==> src/rtl/uart_tx.sv <==
// UART transmitter: accepts one byte per AXI-Stream handshake and shifts it
// onto txd as start bit, DATA_BITS data bits (LSB first), an optional parity
// bit and STOP_BITS stop bits, each bit held CLKS_PER_BIT clock cycles.
// txd, s_tready and busy are all driven straight from flops.
module uart_tx #(
  parameter int DATA_BITS    = 8,
  parameter int STOP_BITS    = 1,
  parameter int PARITY       = 0,
  parameter int CLKS_PER_BIT = 8
) (
  input  logic       clk,
  input  logic       reset,
  input  logic [7:0] s_tdata,
  input  logic       s_tvalid,
  output logic       s_tready,
  output logic       txd,
  output logic       busy
);

  localparam int TIMER_W = (CLKS_PER_BIT > 2) ? $clog2(CLKS_PER_BIT) : 1;
  localparam int CNT_MAX = (DATA_BITS > STOP_BITS) ? DATA_BITS : STOP_BITS;
  localparam int CNT_W   = $clog2(CNT_MAX + 1);

  localparam logic [TIMER_W-1:0] TIMER_LAST    = TIMER_W'(CLKS_PER_BIT - 1);
  localparam logic [TIMER_W-1:0] TIMER_PRELAST = TIMER_W'(CLKS_PER_BIT - 2);
  localparam logic [TIMER_W-1:0] TIMER_ONE     = TIMER_W'(1);
  localparam logic [CNT_W-1:0]   DATA_LAST     = CNT_W'(DATA_BITS - 1);
  localparam logic [CNT_W-1:0]   STOP_LAST     = CNT_W'(STOP_BITS - 1);
  localparam logic [CNT_W-1:0]   CNT_ONE       = CNT_W'(1);

  typedef enum logic [2:0] {
    ST_IDLE   = 3'd0,
    ST_START  = 3'd1,
    ST_DATA   = 3'd2,
    ST_PARITY = 3'd3,
    ST_STOP   = 3'd4
  } state_t;

  // Parity bit for the latched data word: even makes the total count of
  // ones (data + parity) even, odd makes it odd.
  function automatic logic parity_bit(input logic [DATA_BITS-1:0] d);
    logic p;
    p = ^d;
    if (PARITY == 1) begin
      parity_bit = ~p;
    end else begin
      parity_bit = p;
    end
  endfunction

  state_t                 state_r,  state_s;
  logic [TIMER_W-1:0]     timer_r,  timer_s;
  logic [CNT_W-1:0]       bitcnt_r, bitcnt_s;
  logic [DATA_BITS-1:0]   shift_r,  shift_s;
  logic                   par_r,    par_s;
  logic                   txd_r,    txd_s;
  logic                   tready_r, tready_s;
  logic                   busy_r,   busy_s;
  logic                   bit_end_s;
  logic                   accept_s;

  assign s_tready = tready_r;
  assign txd      = txd_r;
  assign busy     = busy_r;

  // Next-state and next-output logic for the frame sequencer.
  always_comb begin
    state_s   = state_r;
    bitcnt_s  = bitcnt_r;
    shift_s   = shift_r;
    par_s     = par_r;
    txd_s     = txd_r;
    tready_s  = 1'b0;
    busy_s    = busy_r;
    bit_end_s = (timer_r == TIMER_LAST);
    accept_s  = s_tvalid && tready_r;
    if (bit_end_s) begin
      timer_s = '0;
    end else begin
      timer_s = timer_r + TIMER_ONE;
    end

    case (state_r)
      ST_IDLE: begin
        txd_s    = 1'b1;
        busy_s   = 1'b0;
        tready_s = 1'b1;
        timer_s  = '0;
        if (accept_s) begin
          // Start bit goes out on the very edge that takes the byte.
          shift_s  = s_tdata[DATA_BITS-1:0];
          par_s    = parity_bit(s_tdata[DATA_BITS-1:0]);
          txd_s    = 1'b0;
          busy_s   = 1'b1;
          tready_s = 1'b0;
          state_s  = ST_START;
        end else begin
          state_s  = ST_IDLE;
        end
      end

      ST_START: begin
        if (bit_end_s) begin
          txd_s    = shift_r[0];
          shift_s  = shift_r >> 1;
          bitcnt_s = '0;
          state_s  = ST_DATA;
        end else begin
          txd_s    = 1'b0;
        end
      end

      ST_DATA: begin
        if (bit_end_s) begin
          if (bitcnt_r == DATA_LAST) begin
            bitcnt_s = '0;
            if (PARITY != 0) begin
              txd_s   = par_r;
              state_s = ST_PARITY;
            end else begin
              txd_s   = 1'b1;
              state_s = ST_STOP;
            end
          end else begin
            txd_s    = shift_r[0];
            shift_s  = shift_r >> 1;
            bitcnt_s = bitcnt_r + CNT_ONE;
          end
        end else begin
          state_s = ST_DATA;
        end
      end

      ST_PARITY: begin
        if (bit_end_s) begin
          txd_s    = 1'b1;
          bitcnt_s = '0;
          state_s  = ST_STOP;
        end else begin
          state_s  = ST_PARITY;
        end
      end

      ST_STOP: begin
        txd_s = 1'b1;
        // Open the input one cycle early so a new byte can be taken in the
        // final stop cycle without leaving an idle gap on the line.
        if ((bitcnt_r == STOP_LAST) && (timer_r == TIMER_PRELAST)) begin
          tready_s = 1'b1;
        end else begin
          tready_s = 1'b0;
        end
        if (bit_end_s) begin
          if (bitcnt_r == STOP_LAST) begin
            if (accept_s) begin
              shift_s  = s_tdata[DATA_BITS-1:0];
              par_s    = parity_bit(s_tdata[DATA_BITS-1:0]);
              txd_s    = 1'b0;
              busy_s   = 1'b1;
              tready_s = 1'b0;
              state_s  = ST_START;
            end else begin
              busy_s   = 1'b0;
              tready_s = 1'b1;
              state_s  = ST_IDLE;
            end
          end else begin
            bitcnt_s = bitcnt_r + CNT_ONE;
          end
        end else begin
          state_s = ST_STOP;
        end
      end

      default: begin
        state_s  = ST_IDLE;
        txd_s    = 1'b1;
        busy_s   = 1'b0;
        tready_s = 1'b0;
        timer_s  = '0;
        bitcnt_s = '0;
      end
    endcase
  end

  // State, datapath and output registers; reset parks the line at MARK.
  always_ff @(posedge clk or posedge reset) begin
    if (reset) begin
      state_r  <= ST_IDLE;
      timer_r  <= '0;
      bitcnt_r <= '0;
      shift_r  <= '0;
      par_r    <= 1'b0;
      txd_r    <= 1'b1;
      tready_r <= 1'b0;
      busy_r   <= 1'b0;
    end else begin
      state_r  <= state_s;
      timer_r  <= timer_s;
      bitcnt_r <= bitcnt_s;
      shift_r  <= shift_s;
      par_r    <= par_s;
      txd_r    <= txd_s;
      tready_r <= tready_s;
      busy_r   <= busy_s;
    end
  end

endmodule

==> config.mk <==
export PLATFORM = sky130hd
export DESIGN_NAME = uart_tx
export DESIGN_NICKNAME = d
export VERILOG_FILES = /design/src/rtl/uart_tx.sv
export SDC_FILE = /design/constraint.sdc
export NUM_CORES = 1
export LEC_CHECK = 0
export BUFFER_PORTS_ARGS = -buffer_cell sky130_fd_sc_hd__buf_2
export CAP_MARGIN = 10
export CORE_UTILIZATION = 52
export CTS_CLUSTER_DIAMETER = 120
export DETAILED_ROUTE_END_ITERATION = 12
export GPL_ROUTABILITY_DRIVEN = 0
export PLACE_DENSITY = 0.84
export SLEW_MARGIN = 20
export SYNTH_ARGS = -nofsm -noshare
export SYNTH_HDL_FRONTEND = slang
export SYNTH_SLANG_ARGS = --single-unit
export TNS_END_PERCENT = 100
==> constraint.sdc <==
create_clock -name clk -period 2.34 [get_ports clk]
set_input_delay 0.234 -clock clk [delete_from_list [all_inputs] [get_ports clk]]
set_output_delay 0.234 -clock clk [all_outputs]
set_load 0.02 [all_outputs]
Word-level counts from Yosys, hierarchy flattened --
Cells that the tools add are included.
Operators by class: $add $sub $neg 2, eq/ne operators 17, multiplexer cells 39, bitwise logic cells 2, reductions and logical operators 13
Operators with widths (number):
- 8-bit 2-to-1 mux | 6
- 8-bit one-hot mux with 4 select lines | 1
- 3-bit 2-to-1 mux | 8
- 4-bit 2-to-1 mux | 5
- 4-bit one-hot mux with 4 select lines | 1
- 3-bit one-hot mux with 5 select lines | 1
- 1-bit 2-to-1 mux | 14
- 2-bit inequality test, second input constant | 7
- 3-bit equality test, second input constant | 3
- 3-bit by 2-bit equality test with 1-bit output, second input constant | 2
- 3-bit inequality test, second input constant | 2
- 3-bit AND reduction | 2
- 6-bit AND reduction | 1
- 1-bit one-hot mux with 5 select lines | 1
- 5-bit AND reduction | 1
- 4-bit by 1-bit adder with 4-bit output, second input constant | 1
- 4-bit by 3-bit equality test with 1-bit output, second input constant | 1
- 4-bit logical NOT | 1
- 4-bit nonzero test | 1
- 4-bit OR reduction | 1
- 3-bit by 1-bit adder with 3-bit output, second input constant | 1
- 3-bit by 1-bit equality test with 1-bit output, second input constant | 1
- 3-bit logical NOT | 1
- 1-bit one-hot mux with 3 select lines | 1
- 7 further kinds | 9
Storage, ports and cells: register bits after elaboration 21, output and inout port bits 3, logic and storage cells 80

Depth between registers and ports, before layout --
Gate-level depths: netlist of run 1.
depth after elaboration 6, depth in mapped cells 7, mapped depth without buffers 6

Worst setup path before layout of run 1 --
No wires, ideal clock.
kind flip-flop to flip-flop, from register timer_r[0], to register shift_r[7], library setup time 0.127 ns, arrival time 2.140 ns, slack 0.073 ns, stages on the path, launching flop included 8, path buffers 1, period minus slack after synthesis 2.267 ns, cells stage by stage dfrtp_1 -> ha_1 -> ha_1 -> clkbuf_1 -> or4b_2 -> o41ai_1 -> a2111oi_4 -> mux2_1
On the way: cells in the longest elaborated chain, start to end 3
Ends and longest elaborated chain:
- from (decl) | RTL line 52 | logic [TIMER_W-1:0] timer_r, timer_s;
- from (signal assigned) | RTL line 199 | timer_r <= timer_s;
- 3-bit equality test (*) | RTL line 75 | bit_end_s = (timer_r == TIMER_LAST);
- 2-bit inequality test (no source line)
- 6-bit AND reduction (no source line) (*)
- to (signal assigned) | RTL line 201 | shift_r <= shift_s;
- to (decl) | RTL line 54 | logic [DATA_BITS-1:0] shift_r, shift_s;
Mark *: on every way between the ends. The rest lies on a longest branch, timed or not. A chain may end at the register's enable or synchronous reset.

Worst setup path in the final report of run 1 --
from register timer_r[0], to register shift_r[0]
The elaborated chain is that of the path after synthesis.

==> results of run 1 <==
per-layer routing:
layer / GRT usage, % / up-vias
met5: 0 / -
met4: 11.4 / 0
met3: 4.06 / 9
met2: 36.9 / 38
met1: 31.3 / 499
li1: - / 511
power breakdown:
part | internal [uW] | total [uW] | switching, uW
Sequential | 364 | 365 | 0.389
Combinational | 7.16 | 17.8 | 10.6
Clock | 64.1 | 178 | 114
Total | 436 | 561 | 125
through the flow:
stage / instance area (sq um) / power (uW)
2_1_floorplan: 1320 / 379
3_3_place_gp: 1450 / 390
3_5_place_dp: 1450 / 390
4_1_cts: 1480 / 569
5_1_grt: 1480 / 586
6_report: 1480 / 561
synthesized netlist by cell type:
| master | instances |
|---|---|
| nor4_1 | 1 |
| or4b_2 | 1 |
| nor3_1 | 3 |
| clkbuf_1 | 4 |
| o311ai_0 | 1 |
| a21o_1 | 2 |
| nand3_1 | 1 |
| o22a_1 | 1 |
| a32oi_1 | 1 |
| dfstp_2 | 1 |
| nor2_1 | 8 |
| a2111oi_4 | 1 |
| nor3b_1 | 2 |
| dfrtp_1 | 20 |
| or2_2 | 1 |
| buf_2 | 2 |
| and3_1 | 1 |
| a22o_1 | 2 |
| nor2b_1 | 3 |
| ha_1 | 6 |
| o21a_1 | 1 |
| and3b_1 | 1 |
| xnor2_1 | 1 |
| a31oi_1 | 2 |
| o22ai_1 | 1 |
| mux2_1 | 2 |
| o211ai_1 | 2 |
| and2_1 | 1 |
| o21ai_0 | 8 |
| nand2_1 | 6 |
| a31o_2 | 1 |
| a32o_1 | 1 |
| or3b_2 | 3 |
| a21oi_1 | 9 |
| inv_1 | 9 |
| o41ai_1 | 1 |
| nand2b_1 | 7 |
| mux2_2 | 15 |
area by class of cell:
type                    instances  area (sq um)  share of cell area (%)
multi-input cells              97           739                    50.0
clock inverters                 1          5.00                   0.338
repair buffers                 20           118                    7.95
well taps                      28          35.0                    2.37
clock buffers                   3          22.5                    1.52
inverters                       9          33.8                    2.28
flip-flops and latches         21           527                    35.6
critical path: stages, from the launching register on:
cell and delay (ps):
dfrtp_1 420, ha_1 220, ha_1 200, or4b_2 630
o41ai_1 130, a2111oi_4 180, mux2_1 350
sequential cells by signal, summed over array words and instances (netlist names):
signal    flops
shift_r       8
txd           1
timer_r       3
state_r       3
bitcnt_r      4
busy          1
s_tready      1
repair_timing:
item | in CTS | in global routing
hold buffers | 0 | 0
endpoints found under the setup margin | 0 | 8
resized for setup | 0 | 1
logic make-up after synthesis:
group           after synthesis  synth area share (%)
simple gates                 39                  16.7
compound gates               34                  18.2
flops                        21                  39.9
mux                          17                  14.5
buf+inv                      15                  4.45
fa+ha+maj                     6                  5.68
xor+xnor                      1                 0.663
worst max-delay path by stage:
stage	startpoint	endpoint	slack [ps]	cells after the start
final	timer_r[0]$_DFF_PP0_	shift_r[0]$_DFFE_PP0P_	90	6
after global placement	timer_r[0]$_DFF_PP0_	shift_r[0]$_DFFE_PP0P_	170	7
after detailed placement	timer_r[0]$_DFF_PP0_	shift_r[7]$_DFFE_PP0P_	90	7
after CTS	timer_r[0]$_DFF_PP0_	shift_r[0]$_DFFE_PP0P_	50	7
after global routing	timer_r[0]$_DFF_PP0_	shift_r[1]$_DFFE_PP0P_	3	7
after floorplan	timer_r[0]$_DFF_PP0_	shift_r[7]$_DFFE_PP0P_	70	7
==> impl_metrics.json, run 1 <==
{
  "setup_viol": 0,
  "grt_first_pass_wirelength_um": 4700,
  "setup-tns-final_ps": 0,
  "highest_layer": "met4",
  "rsz0062_at_grt": "no",
  "fin_crit_ps": 2250,
  "regToRegSetupSlack_ps": 90,
  "synthesis.nets": 150,
  "cts-root-buf": "clkbuf_4",
  "worst-path-max-fanout": 8,
  "start_kind": "flop",
  "max-cap-violations": 0,
  "drt-vias-per-instance": 5.91,
  "cts.clk_slew.worst_paths_ps": 120,
  "grt_pass1_vias": 1070,
  "wl_met3_um": 158,
  "clock_insertion_delay_worst_skew_ps": 320,
  "max_freq_mhz": 445,
  "ctsHtreeMaxLevel": 1,
  "num-nets-final": 169,
  "timing.final.hold_violations": 0,
  "timing.max_slew.rel_slack_pct": 47.8,
  "fraction_of_the_yosys_area_taken_by_sequential_cells_pct": 39.9,
  "grt_start_max_net_pins": 22,
  "power.leakage_uw": 0.000712,
  "starting_utilization_of_the_core_area_pct": 57.5,
  "post_layout_nonfiller_instances": 179,
  "fin_worst_hold_slack_ps": 40.3,
  "synth_area_leaders": "dfrtp_1 (38%), mux2_2 (13%), ha_1 (5.7%)",
  "grt-ovfl-total": 0,
  "worst_ep_arrival_time_ps": 2450,
  "path_class": "reg -> reg",
  "io_buffer_count": 13,
  "num_antenna_cells": 0,
  "post_synthesis_instance_area_sq_um": 1320,
  "hpwl_um": 2050,
  "dp_worst_setup_slack_ps": 89.7,
  "synth.top_cell.area_share_pct": 37.9,
  "cts_made_buffers": 3,
  "synth_cell_types": 38,
  "post_synth_inst_count": 133,
  "timing.clock.skew_ps": 11.4,
  "drt-met1-wl_um": 1220,
  "route.vias.total": 1057,
  "fp.dieW_um": 52.4,
  "chipHeight_um": 52.4,
  "drt_first_iter_violations": 53,
  "critical_path.reg2reg.startpoint": "timer_r[0]$_DFF_PP0_",
  "regToRegEndpoint": "shift_r[0]$_DFFE_PP0P_",
  "worstMarginPinSlew_ps": 782,
  "worst_r2r_path_depth": 6,
  "report.final.slew_viol_count": 0,
  "power_per_unit_of_standard_cell_area_nw_per_um2": 379,
  "route.met2.wl_um": 1260,
  "avgSynthCellArea_sq_um": 9.93,
  "postRouteWirelength_um": 2710,
  "setup.worst_path.end_class": "flop",
  "vdd_drop_max_mv": 0.335,
  "postLayoutSetupSlackWorst_ps": 94.7,
  "most_common_library_cell_in_the_layout_ignoring_fill_and_taps": "dfrtp_1",
  "post-route-period-util_pct": 96.0,
  "synth.yosys.warnings": 0,
  "utilization_pct": 64.4,
  "globalRouteTotalUtil_pct": 23.6,
  "post-place-cells": 175,
  "outcome": "finished, final reports clean",
  "die-area_sq_um": 2750,
  "placementRows": 17,
  "numClockSinks": 21,
  "cts_post_setup_buffers_inserted": 0,
  "drt.antenna.violating_nets": 0,
  "antenna_violations_before_repair": 0,
  "worst_endpoint_required_time_ps": 2540,
  "synth_area_leader_cell": "dfrtp_1",
  "commonest_cells_after_routing_fill_and_taps_aside": "dfrtp_1 (20), mux2_2 (15), buf_2 (13)",
  "cts_tree": "built",
  "firstDrtPassIters": 4,
  "fillCellCount": 178,
  "placeableCoreArea_sq_um": 2300,
  "io-pin-count": 14,
  "max_root_sink_buffers": 2,
  "drc_errors": 0,
  "area_growth_syn_to_layout_pct": 12.0,
  "detail_route.wl_per_cell_um": 15.1,
  "ys_seq_elements": 21,
  "final_layout_size_suffix_gt1_share_pct": 31.8,
  "worst_hold_path_type": "in -> async"
}
(Power assumes the default switching activity.)
==> run 2, diff against run 1 <==
--- a/config.mk
+++ b/config.mk
@@ -12,6 +12,7 @@
 export DETAILED_ROUTE_END_ITERATION = 12
 export GPL_ROUTABILITY_DRIVEN = 0
 export PLACE_DENSITY = 0.84
+export RECOVER_POWER = 100
 export SLEW_MARGIN = 20
 export SYNTH_ARGS = -nofsm -noshare
 export SYNTH_HDL_FRONTEND = slang
==> impl_metrics.json, run 2 (synthesized netlist as in run 1, its figures left out) <==
{
  "outcome": "finished, final reports clean",
  "io_buffer_count": 13,
  "reg.largest.list": "shift_r x8, bitcnt_r x4",
  "drt_first_iter_violations": 52,
  "power.leakage_uw": 0.000690,
  "most_common_library_cell_in_the_layout_ignoring_fill_and_taps": "dfrtp_1",
  "largest_register_ffs": 8,
  "ctsHtreeMaxLevel": 1,
  "final_layout_size_suffix_gt1_share_pct": 27.8,
  "rsz0062_at_grt": "no",
  "route.vias.total": 1056,
  "buffers_inverters_on_critical_path": 0,
  "max_freq_mhz": 446,
  "power_per_unit_of_standard_cell_area_nw_per_um2": 382,
  "postRouteWirelength_um": 2710,
  "fin_crit_ps": 2240,
  "globalRouteTotalUtil_pct": 23.6,
  "crit_path_cell_trace": "ha_1, ha_1, or4b_2, o41ai_1, a2111oi_4, mux2_1",
  "commonest_cells_after_routing_fill_and_taps_aside": "dfrtp_1 (20), mux2_2 (15), buf_2 (10)",
  "timing.max_slew.rel_slack_pct": 47.9,
  "start_kind": "flop",
  "cp_top_family": "simple AND/OR/NAND/NOR gates",
  "grt-ovfl-total": 0,
  "drt-vias-per-instance": 5.90,
  "hpwl_um": 2050,
  "cts_tree": "built",
  "fillCellCount": 187,
  "numClockSinks": 21,
  "cts-root-buf": "clkbuf_4",
  "worst_hold_path_type": "in -> async",
  "starting_utilization_of_the_core_area_pct": 57.5,
  "crit_slowest_cell": "or4b_2",
  "largest_register": "shift_r",
  "grt_pass1_vias": 1070,
  "setup_viol": 0,
  "chipHeight_um": 52.4,
  "cts.clk_slew.worst_paths_ps": 120,
  "timing.final.hold_violations": 0,
  "worst_endpoint_required_time_ps": 2540,
  "grt_first_pass_wirelength_um": 4700,
  "path_class": "reg -> reg",
  "finish.instance_area_sq_um": 1470,
  "vdd_drop_max_mv": 0.335,
  "power_uw": 560,
  "drc_errors": 0,
  "report.final.slew_viol_count": 0,
  "grt_start_max_net_pins": 22,
  "detail_route.wl_per_cell_um": 15.1,
  "clock_insertion_delay_worst_skew_ps": 320,
  "num-nets-final": 169,
  "area_growth_syn_to_layout_pct": 10.9,
  "setup.worst_path.end_class": "flop",
  "worstMarginPinSlew_ps": 781,
  "placeableCoreArea_sq_um": 2300,
  "max-cap-violations": 0,
  "cts_hold_buf": 0,
  "worst_path_largest_cell_delay_ps": 630,
  "cts_made_buffers": 3,
  "antenna_violations_before_repair": 0,
  "fp.dieW_um": 52.4,
  "worst-path-max-fanout": 8,
  "drt.antenna.violating_nets": 0,
  "post-route-period-util_pct": 95.8,
  "timing.clock.skew_ps": 10.9,
  "io-pin-count": 14,
  "max_root_sink_buffers": 2,
  "placementRows": 17,
  "setup-tns-final_ps": 0,
  "num_antenna_cells": 0,
  "die-area_sq_um": 2750,
  "cpMostUsedCell": "ha_1",
  "placed_area_sq_um": 1450,
  "cts_post_setup_buffers_inserted": 0,
  "firstDrtPassIters": 4,
  "worst_ep_arrival_time_ps": 2440
}
[run 2: timing repair]
action                                  in CTS  in global routing
endpoints found under the setup margin       0                  8
resized for setup                            0                  1
hold endpoints to repair                     0                  0
[run 2: cell type report]
type                    count  area [sq um]  area share (%)
multi-input cells          97           739            50.5
flip-flops and latches     21           527            36.0
repair buffers             20           103            7.00
well taps                  28          35.0            2.39
inverters                   9          33.8            2.31
clock buffers               3          22.5            1.54
clock inverters             1          5.00           0.342
[run 2: report_power, final]
group          internal (uW)  switching (uW)  total, uW
Combinational           6.90            10.6       17.5
Clock                   64.0             114        178
Sequential               364           0.407        365
Total                    435             125        560
[run 2: through the flow]
stage | cells | utilization (%) | setup WS, ps | hold slack (ps)
2_1_floorplan | 133 | - | 72.5 | 210
3_3_place_gp | 175 | 63.1 | 171 | 413
3_5_place_dp | 175 | 63.1 | 89.7 | 421
4_1_cts | 179 | 64.3 | 49.1 | 68.5
5_1_grt | 179 | 63.8 | 3.26 | 126
6_report | 179 | 63.8 | 98.0 | 41.8
[run 2: path summary, 6_finish.rpt]
check | end | cells past startpoint | startpoint | slack, ps
worst max-delay path | shift_r[0]$_DFFE_PP0P_ | 6 | timer_r[0]$_DFF_PP0_ | 100
worst min-delay path | shift_r[7]$_DFFE_PP0P_ | 2 | reset | 40
worst max register to register | shift_r[0]$_DFFE_PP0P_ | 6 | timer_r[0]$_DFF_PP0_ | 100
worst min register to register | timer_r[0]$_DFF_PP0_ | 1 | timer_r[0]$_DFF_PP0_ | 510
max in group asynchronous | shift_r[0]$_DFFE_PP0P_ | 2 | reset | 1800
min in group clk | shift_r[7]$_DFFE_PP0P_ | 3 | s_tdata[7] | 240
[run 2: metal layers]
layer	global-route usage (%)	part of all wire (%)
met1	31.3	46
met2	36.9	47
met3	4.06	5.0
met4	11.4	2.5
met5	0	0
